===== config.mk =====
export PLATFORM = sky130hd
export DESIGN_NAME = seq_detect_mealy
export DESIGN_NICKNAME = d
export VERILOG_FILES = /design/src/rtl/seq_detect_pkg.sv /design/src/rtl/sat_counter.sv /design/src/rtl/seq_detect_mealy.sv
export SDC_FILE = /design/constraint.sdc
export NUM_CORES = 1
export LEC_CHECK = 0
export CORE_UTILIZATION = 30
export CTS_BUF_LIST = sky130_fd_sc_hd__clkbuf_8 sky130_fd_sc_hd__clkbuf_16
export DETAILED_ROUTE_END_ITERATION = 8
export PLACE_DENSITY = 0.5
export SLEW_MARGIN = 20
export SYNTH_ARGS = -nofsm -noshare
export SYNTH_HDL_FRONTEND = slang
export SYNTH_SLANG_ARGS = --single-unit

===== constraint.sdc =====
create_clock -name clock -period 5 [get_ports clock]
set_clock_uncertainty 0.1 [all_clocks]
set_input_delay 1.25 -clock clock [delete_from_list [all_inputs] [get_ports clock]]
set_output_delay 1.25 -clock clock [all_outputs]
set_load 0.005 [all_outputs]

===== src/rtl/seq_detect_pkg.sv =====
// Shared definitions for the Mealy sequence detector: control states and parameter limits.
package seq_detect_pkg;

  typedef enum logic {
    UNARMED = 1'b0,
    ARMED   = 1'b1
  } state_t;

  localparam int unsigned PAT_W_MIN = 2;
  localparam int unsigned PAT_W_MAX = 16;
  localparam int unsigned CNT_W_MIN = 1;
  localparam int unsigned CNT_W_MAX = 16;

  function automatic bit width_ok(input int unsigned w, input int unsigned lo,
                                  input int unsigned hi);
    return (w >= lo) && (w <= hi);
  endfunction

endpackage


===== src/rtl/sat_counter.sv =====
// Up-counter that stops at all-ones instead of wrapping; sat decodes the stop value.
module sat_counter #(
  parameter int unsigned W = 8
) (
  input  logic         clock,
  input  logic         reset,
  input  logic         inc,
  output logic [W-1:0] count,
  output logic         sat
);

  assign sat = &count;

  always_ff @(posedge clock) begin
    if (reset) begin
      count <= '0;
    end else if (inc && !sat) begin
      count <= count + W'(1);
    end
  end

endmodule


===== src/rtl/seq_detect_mealy.sv =====
// Zero-latency serial pattern detector with a loadable pattern, selectable overlap
// and a saturating match counter.
module seq_detect_mealy
  import seq_detect_pkg::*;
#(
  parameter int unsigned PAT_W = 4,
  parameter int unsigned CNT_W = 8
) (
  input  logic             clock,
  input  logic             reset,
  input  logic             x,
  input  logic             x_valid,
  input  logic             load,
  input  logic [PAT_W-1:0] pat_in,
  input  logic             overlap,
  output logic             z,
  output logic             armed,
  output logic [CNT_W-1:0] match_cnt,
  output logic             cnt_sat
);

  localparam int unsigned HIST_W = PAT_W - 1;
  localparam int unsigned FILL_W = $clog2(PAT_W);
  localparam logic [FILL_W-1:0] FILL_MAX = FILL_W'(PAT_W - 1);

  if (!width_ok(PAT_W, PAT_W_MIN, PAT_W_MAX)) begin : g_bad_pat_w
    $error("seq_detect_mealy: PAT_W out of range");
  end
  if (!width_ok(CNT_W, CNT_W_MIN, CNT_W_MAX)) begin : g_bad_cnt_w
    $error("seq_detect_mealy: CNT_W out of range");
  end

  state_t             state;
  logic [PAT_W-1:0]   pat_reg;
  logic [HIST_W-1:0]  hist;
  logic [FILL_W-1:0]  fill;

  assign armed = (state == ARMED);

  // Match is judged on the bit being presented right now, appended to the stored history.
  always_comb begin
    z = 1'b0;
    if (!reset && armed && x_valid && !load && (fill == FILL_MAX) &&
        ({hist, x} == pat_reg)) begin
      z = 1'b1;
    end
  end

  // Load wins over data; a non-overlapping match consumes all history including x.
  always_ff @(posedge clock) begin
    if (reset) begin
      state   <= UNARMED;
      pat_reg <= '0;
      hist    <= '0;
      fill    <= '0;
    end else if (load) begin
      state   <= ARMED;
      pat_reg <= pat_in;
      hist    <= '0;
      fill    <= '0;
    end else if (armed && x_valid) begin
      if (z && !overlap) begin
        hist <= '0;
        fill <= '0;
      end else begin
        hist <= HIST_W'({hist, x});
        if (fill != FILL_MAX) begin
          fill <= fill + FILL_W'(1);
        end
      end
    end
  end

  sat_counter #(
    .W(CNT_W)
  ) u_match_cnt (
    .clock (clock),
    .reset (reset),
    .inc   (z),
    .count (match_cnt),
    .sat   (cnt_sat)
  );

endmodule


==> reports/summary.txt <==
R2R Path Start: fill[0]
top cells by area, synth: dfxtp_1 (38%), mux2i_1 (6.4%), mux2_2 (6.0%), nor2_1 (5.2%), xnor2_1 (3.7%)
final WL: 1980 um
met1 global-route usage: 0.167
Post-synth top cells: dfxtp_1 (18), nor2_1 (13), nand2_1 (7)
worst skew pair latency: 250 ps
Post-synth EDFFs: 0
sequential power share: 0.527
post-synthesis cell type count: 33
outcome: finished with violations
Routability Congestion: 0.790
setup_tns: 0 ps
power per cell area: 233 nW/um^2
Final setup viols: 0
cell area after layout: 1210 sq um
RSZ-0062 raised after global routing: no
Rows: 19
GR Layer Usage met2: 0.210
clock group share of total power: 0.363
Synth Register Bits: 18
Slew @ Worst Pin: 477 ps
largest net degree at the start of global routing: 22
gr busiest metal: met2
synth-to-layout area growth: 29.0%
GR Util All Layers: 0.130
most frequent cell after synthesis: dfxtp_1
min Tclk post-route: 4230 ps
first-pass GRT wire length: 3290 um
Post-CTS Setup Inserts: 0
Final nets: 132
worst setup path startpoint: x
clock-pin slew on the worst setup and hold paths: 70 ps
Syn Nets: 108
CTS Sinks: 18
Post-DP HPWL: 1510 um
antenna violations before repair: 0
final hold slack: 368 ps
port bufs: 20
Core Area: 2850 sq um
crit path max fanout: 12
Internal: 217 uW
sequential fraction of the synthesis area: 0.383
Yosys warning total: 0
Final Hold Vio Count: 0
top cell type's share of synthesized area: 0.383
combinational group share of total power: 0.110
Final period util: 0.847
R2R Path End: u_match_cnt.count[0]
post-CTS sizing: 0
M3 GR Usage: 0.0469
via count: 775
vias in the first global route: 695
static leakage: 0.425 nW
Die Ht: 58.0 um
clk buf depth: 2
Sw Ratio: 0.232
worst setup margin: 767 ps
Worst setup SP type: input pin
layout cell share with drive strength beyond 1: 0.153
peak supply drop: 0.186 mV
# hold bufs at CTS: 0
Max-Cap Viols: 0
H-tree depth: 1
CP endpoint: z
area leader, netlist: dfxtp_1
Synth Cell Area: 941 sq um
DR iter-0 viols: 24
NetSw: 65.6 uW
post-layout power: 282 uW
diodes inserted: 0
Setup WS pre-CTS: 786 ps
starting density of the core: 0.330
FMAX: 236 MHz
root buffer cell: clkbuf_8
drt pass-1 iters: 6
HP Class: flip-flop to flip-flop
failing checks: design-rule violations
TritonCTS clock tree: built
Ports: 21
Arr. time, crit path: 2880 ps
Worst R2R Setup Slack: 3190 ps
Worst setup EP type: primary output
die area: 3360 sq um
per-cell routed wire length: 13.3 um
kind of critical path: input pin to primary output
Largest register FFs: 8
worst-case reg-to-reg path depth: 4
Area after DPL: 1170 sq um
residual DRC count: 1
total gr overflow: 0
Syn Inst Count: 96
ys flop type: dfxtp_1
ys async rst share: 0
Slew Limit Fails: 0
Post-DRT Antenna Nets: 0
Vias per Instance: 5.20
Mean Syn Cell Area: 9.80 sq um
Slew headroom: 0.679
Die W: 58.0 um
CP required: 3650 ps
total CTS buffers: 3
worst max-delay path: stages:
cell             delay (ps)
clkdlybuf4s50_1         490
xnor2_1                 120
nand4_1                 100
buf_4                   180
nor3_1                  190
clkdlybuf4s50_1         550
layer usage:
metal	part of all wire	wire length, um	vias to the layer above
met5	0	0	-
met1	0.50	993	363
met2	0.46	904	13
met3	0.033	66	2
met4	0.0086	17	0
li1	-	-	397
power by group through the flow:
stage	sequential [mW]	clock, mW	combinational, mW
finish	0.149	0.103	0.0310
global route	0.149	0.112	0.0335
CTS	0.149	0.106	0.0311
detailed placement	0.152	0	0.0311
global placement	0.152	0	0.0306
floorplan	0.152	0	0.0188
cell usage in the layout (no fill, tap or decap), types with 4 or more instances in the layout:
cell,count
clkdlybuf4s50_1,20
dfxtp_1,18
mux2_2,5
mux2i_1,6
nand2_1,7
nor2_1,13
nor2b_1,5
xnor2_1,4
worst min path at each step:
stage | slack [ps] | startpoint | endpoint | depth (start not counted)
floorplan | 340 | fill[1] | fill[1] | 2
global placement | 350 | fill[1] | fill[1] | 2
detailed placement | 360 | fill[1] | fill[1] | 2
CTS | 380 | fill[1] | fill[1] | 2
global route | 410 | fill[1] | fill[1] | 2
finish | 370 | fill[1] | fill[1] | 2
metrics by stage:
step | std cells | util
2_1_floorplan | 96 | -
3_3_place_gp | 146 | 0.411
3_5_place_dp | 146 | 0.411
4_1_cts | 149 | 0.425
5_1_grt | 149 | 0.425
6_report | 149 | 0.425
layout make-up:
class | instances | area, sq um
Clock buffer | 3 | 41.3
Fill cell | 287 | 1640
Inverter | 1 | 3.75
Multi-Input combinational cell | 73 | 547
Sequential cell | 18 | 360
Tap cell | 31 | 38.8
Timing Repair Buffer | 23 | 223
logic make-up (layout without fill, tap and decap cells):
logic type,after synthesis,after routing,share of synthesized area
buffers and inverters,5,27,0.0359
and+or+nand+nor,47,47,0.311
xor gates and xnor gates,4,4,0.0372
AOI/OAI and AO/OA,9,9,0.0824
DFF,18,18,0.383
adders and majority gates,2,2,0.0266
muxes,11,11,0.124
(Power assumes the default switching activity.)
==> variant (same flow settings) <==
Register the inputs `x`, `x_valid`, `load`, `pat_in` and `overlap` before use, without a reset. The logic sees them one clock later. Comments in the files are not updated.
--- a/src/rtl/seq_detect_mealy.sv
+++ b/src/rtl/seq_detect_mealy.sv
@@ -24,4 +24,18 @@
   localparam logic [FILL_W-1:0] FILL_MAX = FILL_W'(PAT_W - 1);
 
+  logic x_q;
+  logic x_valid_q;
+  logic load_q;
+  logic [PAT_W-1:0] pat_q;
+  logic overlap_q;
+
+  always_ff @(posedge clock) begin
+    x_q       <= x;
+    x_valid_q <= x_valid;
+    load_q    <= load;
+    pat_q     <= pat_in;
+    overlap_q <= overlap;
+  end
+
   if (!width_ok(PAT_W, PAT_W_MIN, PAT_W_MAX)) begin : g_bad_pat_w
     $error("seq_detect_mealy: PAT_W out of range");
@@ -41,6 +55,6 @@
   always_comb begin
     z = 1'b0;
-    if (!reset && armed && x_valid && !load && (fill == FILL_MAX) &&
-        ({hist, x} == pat_reg)) begin
+    if (!reset && armed && x_valid_q && !load_q && (fill == FILL_MAX) &&
+        ({hist, x_q} == pat_reg)) begin
       z = 1'b1;
     end
@@ -54,15 +68,15 @@
       hist    <= '0;
       fill    <= '0;
-    end else if (load) begin
+    end else if (load_q) begin
       state   <= ARMED;
-      pat_reg <= pat_in;
+      pat_reg <= pat_q;
       hist    <= '0;
       fill    <= '0;
-    end else if (armed && x_valid) begin
-      if (z && !overlap) begin
+    end else if (armed && x_valid_q) begin
+      if (z && !overlap_q) begin
         hist <= '0;
         fill <= '0;
       end else begin
-        hist <= HIST_W'({hist, x});
+        hist <= HIST_W'({hist, x_q});
         if (fill != FILL_MAX) begin
           fill <= fill + FILL_W'(1);
Formal check against the unedited RTL: not equivalent (a bounded check fails within 4 cycles, from zero or initial values and one cycle with reset high).
==> variant against the unedited design <==
- sequential cell count grew 8
- maximum frequency decreased by 1.9%
- synthesized area is 13% higher
- design area increased by 13%
- non-clock buffer count fell by 2
- critical path depth shrank 1
- combinational power shrank 16%
- via count grew 5.3%
- final cell count grew 14%
- power is 48% higher
- highest routed layer unchanged
- largest cell class is now flip-flops and latches
- wire length rose by 4.0%
- global-route usage is 0.74 points lower
- worst setup slack got worse by 83 ps
- register-to-register slack got worse by 290 ps
==> variant: results (changes against the unedited design) <==
----------------------------------------------------
[Run status]
  Result of the run ... completed

[Timing]
  Final worst hold slack ... 369 ps (+1.20 ps)
  Relative slew slack ... 0.536 (-0.144)

[Layout]
  Total Nets Final ... 137 (+3.8%)
  Number of non-filler instances in the completed layout ... 170 (+14%)

[Global routing]
  Global routing met2 resource utilization ... 0.210 (-0.000553)
  All-Layer GR Usage ... 0.123 (-0.00741)
  Global-route track usage on met1 ... 0.139 (-0.0281)
  Via count of the first global-routing pass ... 783 (+13%)

[Setup path]
  Crit Reg-Reg Startpoint ... hist[0]
  Data arrival time of the worst path ... 2970 ps (+90 ps)
  Capturing point of the worst reg2reg path ... hist[1]
  Crit-path max cell delay ... 520 ps (-30 ps)
  CP Launch Point ... reset

[Logic synthesis]
  Synth cell count leaders ... sky130_fd_sc_hd__dfxtp_1 (26), sky130_fd_sc_hd__nor2_1 (10), sky130_fd_sc_hd__nand2_1 (7)
  Cell count after synthesis ... 103 (+7.3%)
  Count of cell types in the netlist ... 38 (+15%)
  Post-synthesis sequential area ratio ... 0.491 (+0.108)
  Net count after synthesis ... 115 (+6.5%)

[Routing]
  Length of routed met2 wiring ... 987 um (+9.2%)
  Detailed router's first-iteration violation count ... 26 (+8.3%)
  Number of iterations in the first detailed-routing pass ... 3 (-3)
  Total routed wirelength ... 2060 um (+4.0%)

[Place]
  Placed wire-length estimate ... 1470 um (-2.7%)
  Global placer's final weighted congestion ... 0.726 (-8.1%)
  Post-detailed-placement cell area ... 0.00130 sq mm (+11%)

[Clocking]
  Clock slew seen by the registers of the worst setup and hold paths ... 90 ps (+20 ps)
  Latest clock arrival within the worst-skew pair ... 270 ps (+20 ps)

[Pwr]
  Peak supply drop ... 0.243 mV (+31%)
  Leakage power ... 0.471 nW (+11%)

[Hold path]
  Worst min-delay path endpoint ... pat_reg[2]

----------------------------------------------------
variant: cell type report:
class / instances / area (sq um)
multi-input combinational: 69 / 499
timing repair buffer: 21 / 208
clock inverter: 1 / 30.0
sequential: 26 / 520
clock buffer: 3 / 41.3
fill: 351 / 1990
tap: 46 / 57.6
inverter: 4 / 15.0
variant: kinds of logic (layout without fill, tap and decap cells):
| group | Yosys count | count (layout) | synth area share |
|---|---|---|---|
| XOR/XNOR | 4 | 4 | 0.0331 |
| adder cells (fa/ha/maj) | 2 | 2 | 0.0236 |
| AND/OR/NAND/NOR | 35 | 35 | 0.185 |
| buffers and inverters | 8 | 29 | 0.0378 |
| flip-flops | 26 | 26 | 0.491 |
| AO/OA/AOI/OAI | 22 | 22 | 0.171 |
| multiplexers | 6 | 6 | 0.0579 |
variant: worst max path at each step:
stage          to  slack [ps]
2_1_floorplan   z        1730
3_3_place_gp    z         720
3_5_place_dp    z         700
4_1_cts         z         690
5_1_grt         z         610
6_report        z         680
